[config.mk]
export PLATFORM = sky130hd
export DESIGN_NAME = bitstream_arbiter
export DESIGN_NICKNAME = d
export VERILOG_FILES = /design/src/rtl/bitstream_pkg.sv /design/src/rtl/rr_arbiter.sv /design/src/rtl/bitstream_arbiter.sv
export SDC_FILE = /design/constraint.sdc
export NUM_CORES = 1
export LEC_CHECK = 0
export CAP_MARGIN = 0
export CORE_MARGIN = 1.5
export CORE_UTILIZATION = 44
export CTS_CLUSTER_DIAMETER = 100
export DETAILED_ROUTE_END_ITERATION = 8
export PLACE_DENSITY = 0.8
export SYNTH_ARGS = -nofsm -noshare
export SYNTH_HDL_FRONTEND = slang
export SYNTH_SLANG_ARGS = --single-unit
[constraint.sdc]
create_clock -name clk -period 2.45 [get_ports clk]
set_input_delay 0.49 -clock clk [delete_from_list [all_inputs] [get_ports clk]]
set_output_delay 0.49 -clock clk [all_outputs]
set_load 0.02 [all_outputs]
[src/rtl/bitstream_pkg.sv]
// Shared definitions for the bitstream packer and the arbiter that feeds it.
package bitstream_pkg;

   typedef enum logic [2:0] {
      StIdle,
      StSetaddr,
      StGap,
      StArb,
      StOwn
   } arb_state_e;

   localparam int unsigned BitsWDefault = 16;
   localparam int unsigned LenWDefault  = 4;
   localparam int unsigned AddrW        = 32;
   // The packer advances its write address by one 16-bit word per flush.
   localparam int unsigned AddrIncr     = 2;

endpackage

[src/rtl/rr_arbiter.sv]
// Combinational round-robin pick: first requester at or after ptr_i, wrapping.
module rr_arbiter #(
   parameter int unsigned N_REQ = 3,
   localparam int unsigned PtrW = $clog2(N_REQ)
) (
   input  logic [N_REQ-1:0] req_i,
   input  logic [PtrW-1:0]  ptr_i,
   output logic [N_REQ-1:0] gnt_o
);

   always_comb begin
      logic [PtrW-1:0] idx;
      logic            found;
      gnt_o = '0;
      found = 1'b0;
      idx   = '0;
      for (int unsigned i = 0; i < N_REQ; i++) begin
         idx = PtrW'((32'(ptr_i) + i) % N_REQ);
         if (!found && req_i[idx]) begin
            gnt_o[idx] = 1'b1;
            found      = 1'b1;
         end
      end
   end

endmodule

[src/rtl/bitstream_arbiter.sv]
// Front-end for the bitstream packer: loads the frame base address, then lends
// the packer to one code producer at a time, locked until that producer's last code.
module bitstream_arbiter
   import bitstream_pkg::*;
#(
   parameter int unsigned N_REQ  = 3,
   parameter int unsigned BITS_W = BitsWDefault,
   parameter int unsigned LEN_W  = LenWDefault
) (
   input  logic                    clk,
   input  logic                    reset_n,
   input  logic                    start,
   input  logic                    stop,
   input  logic [AddrW-1:0]        base_addr,
   output logic                    busy,
   output logic                    overflow,
   input  logic [N_REQ-1:0]        req,
   input  logic [N_REQ*BITS_W-1:0] req_bits,
   input  logic [N_REQ*LEN_W-1:0]  req_len,
   input  logic [N_REQ-1:0]        req_last,
   output logic [N_REQ-1:0]        gnt,
   output logic [N_REQ-1:0]        ack,
   input  logic                    bs_rdy,
   input  logic                    bs_full,
   output logic                    bs_en,
   output logic                    bs_setaddr,
   output logic [BITS_W-1:0]       bs_in_bits,
   output logic [LEN_W-1:0]        bs_in_len,
   output logic [AddrW-1:0]        bs_abase
);

   localparam int unsigned PtrW = $clog2(N_REQ);

   arb_state_e         state_q, state_d;
   logic [N_REQ-1:0]   gnt_q, gnt_d;
   logic [N_REQ-1:0]   ack_q, ack_d;
   logic [PtrW-1:0]    ptr_q, ptr_d;
   logic [AddrW-1:0]   addr_q, addr_d;
   logic [AddrW-1:0]   abase_q, abase_d;
   logic [BITS_W-1:0]  bits_q, bits_d;
   logic [LEN_W-1:0]   len_q, len_d;
   logic               en_q, en_d;
   logic               setaddr_q, setaddr_d;
   logic               overflow_q, overflow_d;
   logic               busy_q, busy_d;

   logic [N_REQ-1:0]   pick;
   logic               own_req;
   logic               own_last;
   logic [BITS_W-1:0]  own_bits;
   logic [LEN_W-1:0]   own_len;
   logic [PtrW-1:0]    own_nxt_ptr;

   rr_arbiter #(
      .N_REQ (N_REQ)
   ) u_rr_arbiter (
      .req_i (req),
      .ptr_i (ptr_q),
      .gnt_o (pick)
   );

   // Route the current owner's code; gnt_q is one-hot whenever it is non-zero.
   always_comb begin
      own_req     = 1'b0;
      own_last    = 1'b0;
      own_bits    = '0;
      own_len     = '0;
      own_nxt_ptr = '0;
      for (int unsigned i = 0; i < N_REQ; i++) begin
         if (gnt_q[i]) begin
            own_req     = req[i];
            own_last    = req_last[i];
            own_bits    = req_bits[i*BITS_W +: BITS_W];
            own_len     = req_len[i*LEN_W +: LEN_W];
            own_nxt_ptr = PtrW'((i + 1) % N_REQ);
         end
      end
   end

   always_comb begin
      state_d    = state_q;
      gnt_d      = gnt_q;
      ack_d      = '0;
      ptr_d      = ptr_q;
      addr_d     = addr_q;
      abase_d    = '0;
      bits_d     = '0;
      len_d      = '0;
      en_d       = 1'b0;
      setaddr_d  = 1'b0;
      overflow_d = overflow_q;

      case (state_q)
         StIdle: begin
            if (start) begin
               addr_d     = base_addr;
               overflow_d = 1'b0;
               state_d    = StSetaddr;
            end
         end
         StSetaddr: begin
            if (bs_rdy) begin
               setaddr_d = 1'b1;
               abase_d   = addr_q;
               state_d   = StGap;
            end
         end
         StGap: begin
            state_d = (gnt_q != '0) ? StOwn : StArb;
         end
         StArb: begin
            if (stop) begin
               state_d = StIdle;
            end else if (req != '0) begin
               gnt_d   = pick;
               state_d = StOwn;
            end
         end
         StOwn: begin
            if (own_req && bs_full) begin
               overflow_d = 1'b1;
            end else if (own_req && bs_rdy) begin
               ack_d = gnt_q;
               // A zero-length code only carries the packet-end marker.
               if (own_len != '0) begin
                  en_d   = 1'b1;
                  bits_d = own_bits;
                  len_d  = own_len;
               end
               if (own_last) begin
                  gnt_d = '0;
                  ptr_d = own_nxt_ptr;
               end
               state_d = StGap;
            end
         end
         default: state_d = StIdle;
      endcase

      busy_d = (state_d != StIdle);
   end

   always_ff @(posedge clk or negedge reset_n) begin
      if (!reset_n) begin
         state_q    <= StIdle;
         gnt_q      <= '0;
         ack_q      <= '0;
         ptr_q      <= '0;
         addr_q     <= '0;
         abase_q    <= '0;
         bits_q     <= '0;
         len_q      <= '0;
         en_q       <= 1'b0;
         setaddr_q  <= 1'b0;
         overflow_q <= 1'b0;
         busy_q     <= 1'b0;
      end else begin
         state_q    <= state_d;
         gnt_q      <= gnt_d;
         ack_q      <= ack_d;
         ptr_q      <= ptr_d;
         addr_q     <= addr_d;
         abase_q    <= abase_d;
         bits_q     <= bits_d;
         len_q      <= len_d;
         en_q       <= en_d;
         setaddr_q  <= setaddr_d;
         overflow_q <= overflow_d;
         busy_q     <= busy_d;
      end
   end

   assign busy       = busy_q;
   assign overflow   = overflow_q;
   assign gnt        = gnt_q;
   assign ack        = ack_q;
   assign bs_en      = en_q;
   assign bs_setaddr = setaddr_q;
   assign bs_in_bits = bits_q;
   assign bs_in_len  = len_q;
   assign bs_abase   = abase_q;

endmodule
### Yosys cells after proc, flatten, opt, wreduce, memory -nomap -nowiden

Cells that the tools add are included.

* memory bits (writable): 0
* bits in read-only memories: 0
* latch bits: 0
* memories kept: 0
* input bits: 104
* register bits: 99
* output and inout bits: 62
* word-level logic and storage cells: 125

* $lt $le $gt $ge: 6
* div/mod/pow operators: 3
* $add $sub $neg: 2
* multiply operators: 0
* reductions and logical operators: 20
* equal/unequal tests: 11
* mux-type cells: 68
* shift operators: 0
* bitwise operators: 3

Operator list (count)
* $mux 16: 7
* $mod 32x2->32 const B: 2
* $mux 32: 2
* $mux 3: 18
* $mod 2x2->32 const B: 1
* $mux 4: 7
* $mux 1: 23
* $pmux 3 s5: 1
* $ne 2x2->1 const B: 7
* $lt 2x3->1 const B: 3
* $reduce_bool 3->1: 3
* $logic_and 1x1->1: 7
* $bmux 1 s2: 3
* $demux 1 s2: 3
* $eq 3x2->1 const B: 2
* $ge 2x1->1 const B: 3
* $or 3x3->3: 2
* $pmux 3 s2: 1
* $reduce_and 6->1: 1
* $mux 2: 2
* $reduce_and 4->1: 1
* $reduce_bool 2->1: 2
* $reduce_bool 4->1: 1
* $add 2x1->3 const B: 1
* other kinds (9): 10

### Logic depth before layout (Yosys ltp)

Gate-level depths: netlist (run 1).

* depth after elaboration: 13
* gate-level depth with buffers: 7
* gate-level depth less buffers: 6

### Modules after synthesis

A second synthesis (run 1) with hierarchy kept.

* cells, all modules: 342
* area, all modules: 4294.1 um^2

By module, submodules not included
* bitstream_arbiter: sequential area each 2477.4 um^2, times used 1, cells each 306, area each 4021.4 um^2
* rr_arbiter: sequential area each 0.0 um^2, times used 1, cells each 36, area each 272.8 um^2

### Least setup slack after synthesis (run 1)

No wires, ideal clock.

* path kind: reg-to-reg
* start: register ptr_q[0]
* end: register gnt_q[0] (netlist: gnt[0])
* clock period less this slack: 1.824 ns
* data arrival time: 1.751 ns
* slack: 0.626 ns
* data required time: 2.377 ns
* buffers on the path: 1
* library setup time: 0.073 ns
* cell stages (with the launch flop): 8
* path through: dfrtp_1 inv_1 ha_1 clkbuf_1 or4bb_1 a21oi_1 o211a_1 nand4bb_1

* longest elaborated chain between the ends: 13
* elaborated cells between the ends (all ways): 40
* classes of those cells: add/sub (2); div (3); order compare (6); mux (20); bitwise (2); reduce/logical (7)

Ends and longest elaborated chain
* from (decl): RTL line bitstream_arbiter.sv:37 `logic [PtrW-1:0] ptr_q, ptr_d;`
* from (signal assigned): RTL line bitstream_arbiter.sv:161 `ptr_q <= ptr_d;`
* $add 2x1->3 or $mod 2x2->32 (tied branches): RTL line rr_arbiter.sv:18 `idx = PtrW'((32'(ptr_i) + i) % N_REQ);`
* $mod 32x2->32 (tied with other cells): RTL line rr_arbiter.sv:18
* $lt 2x3->1 (implied by the code) (tied with other cells): RTL line rr_arbiter.sv:20 `gnt_o[idx] = 1'b1;`
* $logic_and 1x1->1 (implied by the code) (tied with other cells): RTL line rr_arbiter.sv:20
* $mux 1 (implied by the code) (tied with other cells): RTL line rr_arbiter.sv:20
* $demux 1 s2 (tied with other cells)
* $or 3x3->3 (no line) or $mux 1 (tied branches)
* $mux 3 or $logic_not 1->1 (tied branches): RTL line rr_arbiter.sv:19 `if (!found && req_i[idx]) begin`
* $or 3x3->3 (no line) or $logic_and 1x1->1 (tied branches)
* $mux 3 *: RTL line rr_arbiter.sv:19
* $mux 3 *: RTL line bitstream_arbiter.sv:114 `end else if (req != '0) begin`
* $mux 3 *: RTL line bitstream_arbiter.sv:112 `if (stop) begin`
* $pmux 3 s2 *: RTL line bitstream_arbiter.sv:93 `case (state_q)`
* to (signal assigned): RTL line bitstream_arbiter.sv:159 `gnt_q <= gnt_d;`
* to (decl): RTL line bitstream_arbiter.sv:35 `logic [N_REQ-1:0] gnt_q, gnt_d;`

Every way passes the cells marked *; elsewhere a longest branch is shown, timed or not. The select of a mux whose other input is x is not followed.
A chain may end at the register's enable or synchronous reset.

### Worst setup path in the final report (run 1)

* start: register gnt_q[1] (netlist: gnt[1])
* end: output gnt[1]

RTL lines
* to (decl): RTL line bitstream_arbiter.sv:21 `output logic [N_REQ-1:0] gnt,`

No word-level cell between the ends.

==> impl_metrics.py, run 1 <==
metrics = {
    "run_status": {
        "run_status": "complete, no violations",
    },
    "sta": {
        "total_negative_slack_for_setup_checks_ns": 0,
        "timing.final.hold_violations": 0,
        "fin_crit_share": 0.9196,
        "setup_viol": 0,
        "final-max-slew-violation-count": 0,
        "transition_at_the_pin_with_the_smallest_max_transition_slack_ns": 1.016,
        "worst_slew_margin_rel": 0.3200,
        "grt_setup_unrepaired": "false",
        "clock.fmax_mhz": 443.9,
        "worst_clock_skew_on_the_final_layout_ns": 0.01510,
        "final.min_clock_period_ns": 2.253,
    },
    "logic_synthesis": {
        "synth_area_um2": 4214,
        "synth_common_cells": "dfrtp_1 (99), and2_1 (37), mux2_2 (32)",
        "yosys.area_share.adder": 0.01188,
        "synth_xor_area_frac": 0,
        "syn-instance-count": 344,
        "synth_edf_count": 0,
        "synth-main-ff-cell": "dfrtp_1",
        "main_combinational_cell_family_by_area_after_synthesis": "simple AND/OR/NAND/NOR gates",
        "yosysSeqAreaShare": 0.5879,
        "yosys_warnings": 0,
        "synth_top_area_frac": 0.5879,
        "synth-compound-area-share": 0.09382,
        "yosys-mux-area-fraction": 0.09264,
        "async_flop_share": 1.000,
        "mappedNetlistNets": 452,
        "syn_avg_cell_area_um2": 12.25,
        "yosys.cell_types.count": 48,
        "total_of_flip_flops_plus_latches_after_synthesis": 99,
        "yosys-top-cells-area": "dfrtp_1 (59%), mux2_2 (8.6%), and2_1 (5.5%)",
        "synthDominantAreaCellType": "dfrtp_1",
        "synthSimpleGateAreaFrac": 0.1817,
        "synth_most_common_cell": "dfrtp_1",
    },
    "cts": {
        "htreeDepth": 3,
        "clkLatencyLatePin_ns": 0.37,
        "clk_pin_slew_ns": 0.10,
        "clk_root_buffer_cell": "clkbuf_8",
        "cts-resized-gates": 0,
        "cts_max_path_buffers": 2,
        "cts_bufs_inserted": 9,
        "cts_setup_buffers": 0,
        "clock_tree_from_tritoncts": "done",
        "clock_sink_count": 99,
        "cts_hold_buf": 0,
    },
    "drt": {
        "wl_per_cell_um": 16.15,
        "vias_per_cell": 5.172,
        "drt_iter0_markers": 154,
        "drt_drc": 0,
        "route.vias.total": 3331,
        "ant_nets": 0,
        "drt-total-wl_mm": 10.40,
        "detail_route.first_pass.iterations": 4,
    },
    "pwr": {
        "peakVddDrop_mv": 0.3560,
        "power_frac_clock": 0.185,
        "internal_power_component_uw": 3663,
        "power.share.sequential": 0.415,
        "netSwitchingPower_uw": 1971,
        "switching_power_as_a_share_of_total_power": 0.3498,
        "power.combinational.fraction": 0.400,
        "power.leakage_uw": 0.002660,
        "power_density_nw_per_um2": 906.4,
    },
    "placement": {
        "hpwl_mm": 7.719,
        "dp_cells": 628,
        "gpl.final_weighted_congestion": 0.8655,
        "io_buffer_count": 165,
    },
    "global_route": {
        "antenna_found_initial": 0,
        "global_route_wire_length_before_repair_mm": 16.27,
        "number_of_global_route_vias_before_repair": 3276,
        "overflow": 0,
        "globalRouteTotalUtil": 0.2088,
        "grt_max_degree": 49,
    },
    "floorplan": {
        "fp-row-count": 35,
        "floorplan.die.width_um": 100.9,
        "die-area_um2": 10170,
        "io_pins": 166,
        "core_um2": 9284,
        "start_util": 0.4539,
        "die_y_um": 100.9,
    },
    "finish": {
        "synthesis_to_finish_area_growth_pct": 47.51,
        "diodes": 0,
        "post_layout_nonfiller_instances": 644,
        "final_layout_size_suffix_gt1_frac": 0.1340,
        "fin_nets": 618,
        "filler_cell_count": 709,
        "sequential_cell_area_um2": 2477,
        "multi_input_comb_area_um2": 1602,
    },
    "critical_path": {
        "critical_path.startpoint_type": "flop",
        "worst-endpoint-arrival_ns": 1.76,
        "crit_path_max_fanout": 12,
        "worstPathRequired_ns": 1.96,
        "timing.critical_path.to_type": "primary output",
        "timing.setup.critical_path_class": "flop to primary output",
    },
    "hold_path": {
        "hold_path.class": "primary input to asynchronous set/reset pin",
    },
    "flow_run": {
        "max_cap_viol_count": 0,
    },
}
-- layout make-up --
type | count | share of cell area
sequential | 99 | 0.3986
inverter | 7 | 0.004227
multi-input combinational | 217 | 0.2576
timing repair buffer | 176 | 0.2806
tap | 129 | 0.02597
clock inverter | 7 | 0.01308
clock buffer | 9 | 0.01993
-- state kept, by name (all words and copies together), names as in the netlist, 2 cells and up --
register and count:
gnt 3, bs_in_bits 16, addr_q 32, bs_in_len 4, bs_abase 32, ack 3
state_q 3, ptr_q 2
-- critical path, cell delays in order (launching register included) --
cell             delay, ns
dfrtp_1               0.59
buf_4                 0.21
clkdlybuf4s50_1       0.62
-- placed cells by master, fill, tap and decap left out, types with 3 or more instances in the layout --
master           synthesis  final
nor2b_1                 11     11
clkbuf_8                 0      9
ha_1                     4      4
mux2i_1                  3      3
nand3b_1                 7      7
inv_1                    6      6
clkdlybuf4s50_1          0    164
nand3_1                  3      3
and2_1                  37     37
mux2_2                  32     32
o211ai_1                 5      5
a31o_2                   4      4
a21oi_1                  3      3
a221oi_1                16     16
nor3_1                  16     16
nor2_1                  26     26
nor3b_1                  3      3
nand2_1                  8      8
buf_4                    2     11
o21ai_0                  5      5
dfrtp_1                 99     99
a31oi_1                  4      4
-- per-stage QoR --
step / util / setup slack [ns] / hold WS (ns) / total power, uW / cell area [um^2]
finish: 0.6695 / 0.1970 / 0.1339 / 5634 / 6216
global route: 0.6695 / 0.1094 / 0.1718 / 5975 / 6216
CTS: 0.6695 / 0.1868 / 0.1421 / 5688 / 6216
detailed placement: 0.6474 / -0.06753 / 0.4599 / 4644 / 6011
global placement: 0.6474 / 0.08804 / 0.4543 / 4547 / 6011
floorplan: - / 0.6260 / 0.1944 / 3791 / 4214
-- kinds of logic (layout without fill, tap and decap cells) --
group / count (synthesis) / in the layout
flip-flops: 99 / 99
AND/OR/NAND/NOR: 130 / 130
AO/OA/AOI/OAI: 48 / 48
buffers and inverters: 28 / 199
adder cells (fa/ha/maj): 4 / 4
multiplexers: 35 / 35
-- final timing paths --
| path | startpoint | to | slack, ns | cells after the start |
|---|---|---|---|---|
| setup / recovery | gnt[1] | gnt[1] | 0.20 | 2 |
| setup reg to reg | gnt[1] | bs_in_bits[15] | 0.21 | 4 |
| max in group asynchronous | reset_n | bs_in_bits[8] | 1.68 | 2 |
| hold reg to reg | addr_q[31] | bs_abase[31] | 0.47 | 1 |
| hold / removal | reset_n | addr_q[11] | 0.13 | 1 |
| min in group clk | addr_q[31] | bs_abase[31] | 0.47 | 1 |
-- power by group through the flow --
| stage | clock [uW] | combinational (uW) | sequential, uW |
|---|---|---|---|
| 2_1_floorplan | 0 | 1300 | 2490 |
| 3_5_place_dp | 0 | 2260 | 2380 |
| 5_1_grt | 1130 | 2440 | 2410 |
| 3_3_place_gp | 0 | 2200 | 2350 |
| 4_1_cts | 1070 | 2270 | 2340 |
| 6_report | 1040 | 2250 | 2340 |
-- per-layer routing --
| layer | GRT usage | routed length [um] | vias to the layer above |
|---|---|---|---|
| li1 | - | - | 1553 |
| met1 | 0.2739 | 4347 | 1650 |
| met2 | 0.3420 | 5290 | 115 |
| met3 | 0.04993 | 593 | 13 |
| met4 | 0.06934 | 169 | 0 |
| met5 | 0 | 0 | - |
Note: power is estimated with default switching activity, not from simulation.
==> run 2, diff against run 1 <==
CTS_CLUSTER_SIZE = 24   (was unset)
==> results of run 2 <==
Same layout as run 1: the final DEF is identical, and so are final timing and power.
